File: src/rtl/perceptron_trainer.sv
// Sequential trainer for a 2-input step-activation perceptron using the perceptron learning rule.
// Optional: define PERCEPTRON_TRAINER_SAT_EN to saturate weight/bias updates instead of wrapping.
module perceptron_trainer #(
    parameter int W          = 10,
    parameter int LR_SHIFT   = 0,
    parameter int EPOCH_LEN  = 4,
    parameter int MAX_EPOCHS = 64
) (
    input  logic                clk,
    input  logic                rst,
    input  logic                start,
    input  logic signed [W-1:0] init_w1,
    input  logic signed [W-1:0] init_w2,
    input  logic signed [W-1:0] init_bias,
    input  logic                s_valid,
    output logic                s_ready,
    input  logic signed [W-1:0] s_x1,
    input  logic signed [W-1:0] s_x2,
    input  logic                s_target,
    output logic signed [W-1:0] w1,
    output logic signed [W-1:0] w2,
    output logic signed [W-1:0] bias,
    output logic                busy,
    output logic                epoch_done,
    output logic [7:0]          epoch_errors,
    output logic [7:0]          epoch_count,
    output logic                converged,
    output logic                done
);

    localparam int SW = 2 * W + 2;
    localparam logic [7:0] EPOCH_LEN_B  = 8'(EPOCH_LEN);
    localparam logic [7:0] MAX_EPOCHS_B = 8'(MAX_EPOCHS);
    localparam logic signed [SW-1:0] SUM_ZERO = '0;
    localparam logic signed [W-1:0]  ONE_W    = W'(1);

    typedef enum logic [2:0] {
        S_IDLE,
        S_WAIT,
        S_COMPUTE,
        S_UPDATE,
        S_EPOCH_END,
        S_DONE
    } state_t;

    state_t state_q, state_d;

    logic signed [W-1:0] w1_q, w1_d;
    logic signed [W-1:0] w2_q, w2_d;
    logic signed [W-1:0] bias_q, bias_d;
    logic [7:0]          smp_cnt_q, smp_cnt_d;
    logic [7:0]          err_cnt_q, err_cnt_d;
    logic [7:0]          ep_err_q, ep_err_d;
    logic [7:0]          ep_cnt_q, ep_cnt_d;
    logic                conv_q, conv_d;
    logic                done_q, done_d;

    // Sample and error registers carry data only, so they are not reset.
    logic signed [W-1:0] x1_q, x2_q;
    logic                tgt_q;
    logic                err_nz_q, err_pos_q;

    logic signed [SW-1:0] x1_e, x2_e, w1_e, w2_e, b_e, sum_c;
    logic                 y_c;
    logic signed [W-1:0]  dx1_c, dx2_c;

    // Add or subtract a step, then wrap or saturate back to W bits.
    function automatic logic signed [W-1:0] step_w(
        input logic signed [W-1:0] w,
        input logic signed [W-1:0] d,
        input logic                pos
    );
        logic signed [W:0] r;
        r = pos ? ($signed({w[W-1], w}) + $signed({d[W-1], d}))
                : ($signed({w[W-1], w}) - $signed({d[W-1], d}));
        return sat_w(r);
    endfunction

    function automatic logic signed [W-1:0] sat_w(input logic signed [W:0] r);
`ifdef PERCEPTRON_TRAINER_SAT_EN
        logic signed [W-1:0] res;
        if (r[W] != r[W-1]) begin
            res = r[W] ? {1'b1, {(W-1){1'b0}}} : {1'b0, {(W-1){1'b1}}};
        end else begin
            res = r[W-1:0];
        end
        return res;
`else
        return r[W-1:0];
`endif
    endfunction

    // Full-precision dot product; every operand is sign-extended to SW bits first.
    assign x1_e  = SW'(x1_q);
    assign x2_e  = SW'(x2_q);
    assign w1_e  = SW'(w1_q);
    assign w2_e  = SW'(w2_q);
    assign b_e   = SW'(bias_q);
    assign sum_c = x1_e * w1_e + x2_e * w2_e + b_e;
    assign y_c   = (sum_c >= SUM_ZERO);
    assign dx1_c = x1_q >>> LR_SHIFT;
    assign dx2_c = x2_q >>> LR_SHIFT;

    always_comb begin
        state_d   = state_q;
        w1_d      = w1_q;
        w2_d      = w2_q;
        bias_d    = bias_q;
        smp_cnt_d = smp_cnt_q;
        err_cnt_d = err_cnt_q;
        ep_err_d  = ep_err_q;
        ep_cnt_d  = ep_cnt_q;
        conv_d    = conv_q;
        done_d    = done_q;
        case (state_q)
            S_IDLE, S_DONE: begin
                if (start) begin
                    w1_d      = init_w1;
                    w2_d      = init_w2;
                    bias_d    = init_bias;
                    smp_cnt_d = '0;
                    err_cnt_d = '0;
                    ep_err_d  = '0;
                    ep_cnt_d  = '0;
                    conv_d    = 1'b0;
                    done_d    = 1'b0;
                    state_d   = S_WAIT;
                end
            end
            S_WAIT: begin
                if (s_valid) begin
                    state_d = S_COMPUTE;
                end
            end
            S_COMPUTE: begin
                state_d = S_UPDATE;
            end
            S_UPDATE: begin
                if (err_nz_q) begin
                    w1_d   = step_w(w1_q, dx1_c, err_pos_q);
                    w2_d   = step_w(w2_q, dx2_c, err_pos_q);
                    bias_d = step_w(bias_q, ONE_W, err_pos_q);
                    if (err_cnt_q != 8'hFF) begin
                        err_cnt_d = err_cnt_q + 8'd1;
                    end
                end
                smp_cnt_d = smp_cnt_q + 8'd1;
                state_d   = (smp_cnt_d == EPOCH_LEN_B) ? S_EPOCH_END : S_WAIT;
            end
            S_EPOCH_END: begin
                ep_err_d  = err_cnt_q;
                ep_cnt_d  = ep_cnt_q + 8'd1;
                err_cnt_d = '0;
                smp_cnt_d = '0;
                if (err_cnt_q == 8'd0) begin
                    conv_d  = 1'b1;
                    done_d  = 1'b1;
                    state_d = S_DONE;
                end else if (ep_cnt_d == MAX_EPOCHS_B) begin
                    conv_d  = 1'b0;
                    done_d  = 1'b1;
                    state_d = S_DONE;
                end else begin
                    state_d = S_WAIT;
                end
            end
            default: begin
                state_d = S_IDLE;
            end
        endcase
    end

    always_ff @(posedge clk) begin
        if (rst) begin
            state_q   <= S_IDLE;
            w1_q      <= '0;
            w2_q      <= '0;
            bias_q    <= '0;
            smp_cnt_q <= '0;
            err_cnt_q <= '0;
            ep_err_q  <= '0;
            ep_cnt_q  <= '0;
            conv_q    <= 1'b0;
            done_q    <= 1'b0;
        end else begin
            state_q   <= state_d;
            w1_q      <= w1_d;
            w2_q      <= w2_d;
            bias_q    <= bias_d;
            smp_cnt_q <= smp_cnt_d;
            err_cnt_q <= err_cnt_d;
            ep_err_q  <= ep_err_d;
            ep_cnt_q  <= ep_cnt_d;
            conv_q    <= conv_d;
            done_q    <= done_d;
        end
    end

    // Sample capture on transfer, error decision at the end of COMPUTE.
    always_ff @(posedge clk) begin
        if (state_q == S_WAIT && s_valid) begin
            x1_q  <= s_x1;
            x2_q  <= s_x2;
            tgt_q <= s_target;
        end
        if (state_q == S_COMPUTE) begin
            err_nz_q  <= (tgt_q != y_c);
            err_pos_q <= tgt_q;
        end
    end

    assign s_ready      = (state_q == S_WAIT);
    assign busy         = (state_q == S_WAIT) || (state_q == S_COMPUTE) ||
                          (state_q == S_UPDATE) || (state_q == S_EPOCH_END);
    assign epoch_done   = (state_q == S_EPOCH_END);
    assign w1           = w1_q;
    assign w2           = w2_q;
    assign bias         = bias_q;
    assign epoch_errors = ep_err_q;
    assign epoch_count  = ep_cnt_q;
    assign converged    = conv_q;
    assign done         = done_q;

endmodule
File: config.mk
export PLATFORM = sky130hd
export DESIGN_NAME = perceptron_trainer
export DESIGN_NICKNAME = d
export VERILOG_FILES = /design/src/rtl/perceptron_trainer.sv
export SDC_FILE = /design/constraint.sdc
export NUM_CORES = 1
export LEC_CHECK = 0
export ABC_AREA = 1
export CAP_MARGIN = 20
export CORE_ASPECT_RATIO = 0.6
export CORE_UTILIZATION = 50
export CTS_CLUSTER_SIZE = 40
export DETAILED_ROUTE_END_ITERATION = 7
export DONT_BUFFER_PORTS = 1
export PLACE_DENSITY = 0.72
export REMOVE_ABC_BUFFERS = 1
export SYNTH_ARGS = -nofsm -noshare
export SYNTH_HDL_FRONTEND = slang
export SYNTH_SLANG_ARGS = --single-unit
File: constraint.sdc
create_clock -name clk -period 9.3 [get_ports clk]
set_input_delay 1.86 -clock clk [delete_from_list [all_inputs] [get_ports clk]]
set_output_delay 1.86 -clock clk [all_outputs]
set_load 0.03 [all_outputs]
==> reports/metrics.cfg <==
[yosys]
synth_flop_cell = dfxtp_1
synth_top_family_by_area = adder cells
yosysTopAreaCell = fa_1
synth_top_area_share_pct = 34.96
synthDistinctLibCells = 44
synth_edf_count = 23
synth.most_common_cell = inv_1
synthMuxAreaShare_pct = 0
async_reset_ff_share_pct = 0
synthAdderAreaFrac_pct = 45.31
ys_warn_count = 0
syn-cell-area_um2 = 14140
synth_compound_area_share_pct = 7.272
synth_area_leaders = fa_1 35%, inv_1 11%, nand2_1 11%, ha_1 10%, dfxtp_1 9.5%
syn_area_per_cell_um2 = 8.018
synthCells = 1764
netlist_top_cells_count = 421 x inv_1, 411 x nand2_1, 247 x fa_1, 117 x ha_1, 99 x a21oi_1
ys_ff_latch = 90
yosysSeqAreaShare_pct = 14.37
yosys.area_share.simple_pct = 17.37
synth_xor_area_share_pct = 1.982

[job]
drv_cap = 0

[finish]
final_nets = 2133
stdcell_area_um2 = 14660
fin_util_pct = 52.94
syn2layout_area_growth_pct = 3.680
layout-drive-gt1-share_pct = 3.549
diodes = 0

[global_routing]
grt-ovfl-total = 0
grt_max_degree = 43
grt_usage_pct = 26.08
grt_pass1_wl_mm = 57.77
antenna_found_initial = 0
grt_pass1_vias = 10796

[drt]
vias = 10865
drtPass1Iterations = 6
drtIter0Drc = 1039
avgViaCountPerCell = 5.209
ant_nets = 0
routedWlPerCell_um = 16.97
totalWireLength_mm = 35.39
drc = 0

[cts]
holdBufCountCts = 0
cts_max_path_buffers = 2
htreeDepth = 3
postCtsSetupRepairBufs = 0
clk_latency_ns = 0.38
clock-sinks = 90
clkTransAtPathRegs_ns = 0.07
cts_tree = yes
cts_buffers = 9
cts_resized = 0
cts.root.buffer_cell = clkbuf_16

[min_path]
hold_end = smp_cnt_q[7]
hold_depth = 2
hold_class = reg -> reg
min_from = smp_cnt_q[7]

[outcome]
outcome = completed

[setup_path]
start_kind = flip-flop
reg2reg_depth = 21
r2r-start = w2[0]
crit_fanout = 12
r2r_slack_ns = 2.61
worstPathRequired_ns = 9.44
crit_arrival_ns = 6.83
cp-end-kind = flip-flop
crit_type = reg -> reg
reg2reg_to = err_nz_q

[placed_design]
gp_congestion = 0.9345
placed_cell_area_um2 = 14280
hpwl_mm = 28.76
numPortBuffers = 0

[floorplan]
die_width_um = 219.1
die_area_um2 = 28990
core.rowCount = 47
io_pins = 106
coreArea_um2 = 27700
die_height_um = 132.3
start_util_pct = 51.06

[timing]
fin_crit_ns = 6.692
finClkSkew_ns = 0.01303
hold_violations = 0
setup_violations = 0
slew-limit-headroom_pct = 36.61
period_share_pct = 71.96
clock.fmax_mhz = 149.4
drv_slew = 0
worstMarginPinSlew_ns = 0.9451
final.setup.tns_ns = 0
rsz0062_at_grt = false

worst max path at each step:
| stage | startpoint | end | slack, ns | depth (start not counted) |
|---|---|---|---|---|
| after global placement | w2[0] | err_nz_q | 2.77 | 21 |
| after floorplan | w2[1] | err_nz_q | 3.31 | 22 |
| after CTS | w2[0] | err_nz_q | 2.60 | 21 |
| final | w2[0] | err_nz_q | 2.61 | 21 |
| after global routing | w2[0] | err_nz_q | 2.24 | 22 |
| after detailed placement | w2[0] | err_nz_q | 2.61 | 21 |
final cells by class:
type / instances / area (µm²)
fill: 2533 / 13030
multi-input combinational: 1182 / 10180
sequential: 90 / 2032
inverter: 428 / 1607
tap: 367 / 459.2
clock buffer: 12 / 300.3
timing repair buffer: 3 / 55.05
clock inverter: 4 / 33.78
cells in the final DEF, fill, tap and decap left out, types with 13 or more instances in the layout:
master	n
edfxtp_1	23
nand3_1	51
nand2_1	411
inv_1	421
dfxtp_1	67
nor2_1	81
ha_1	117
xnor2_1	13
o21ai_0	49
or2_2	14
a21oi_1	99
fa_1	247
xor2_1	19
logic make-up after synthesis:
family / count (synthesis)
xor gates and xnor gates: 32
buffers and inverters: 492
adders and majority gates: 364
and+or+nand+nor: 598
DFF: 90
AOI/OAI and AO/OA: 188
metrics by stage:
stage          cells  hold WS (ns)  setup WS, ns
6_report        2086        0.4853         2.608
2_1_floorplan   1700        0.4466         3.313
3_3_place_gp    2068        0.4577         2.768
4_1_cts         2084        0.4779         2.600
5_1_grt         2086        0.4985         2.238
3_5_place_dp    2068        0.4701         2.611
routing by layer:
metal	global-route usage, %	wire (µm)	share of wire (%)
met5	0	0	0
met4	6.520	539	1.5
met3	6.621	3358	9.5
met2	35.25	14010	40
met1	40.97	17480	49
sequential cells by signal, summed over array words and instances, names as in the netlist:
register and cells:
bias 10, w2 10, dx2_c 10, err_nz_q 1
epoch_errors 8, epoch_count 8, done 1, w1 10
tgt_q 1, converged 1, dx1_c 10, err_cnt_q 8
state_q 3, smp_cnt_q 8, err_pos_q 1
worst max-delay path, cell delays in order, from the launching register on:
cell and delay (ns):
dfxtp_1 0.79, nand2_1 0.58, fa_1 0.69, inv_1 0.08, fa_1 0.50, inv_1 0.08, fa_1 0.52, fa_1 0.54
inv_1 0.05, fa_1 0.47, inv_1 0.05, fa_1 0.46, fa_1 0.50, inv_1 0.04, ha_1 0.30, nand4_1 0.16
nor4_1 0.30, nor2_1 0.11, inv_1 0.06, nand2_1 0.06, nand2_1 0.06, inv_1 0.04
Power is left out: the tool's default activity adds up to more than one toggle a clock period on the data nets, which glitch-free logic cannot reach.
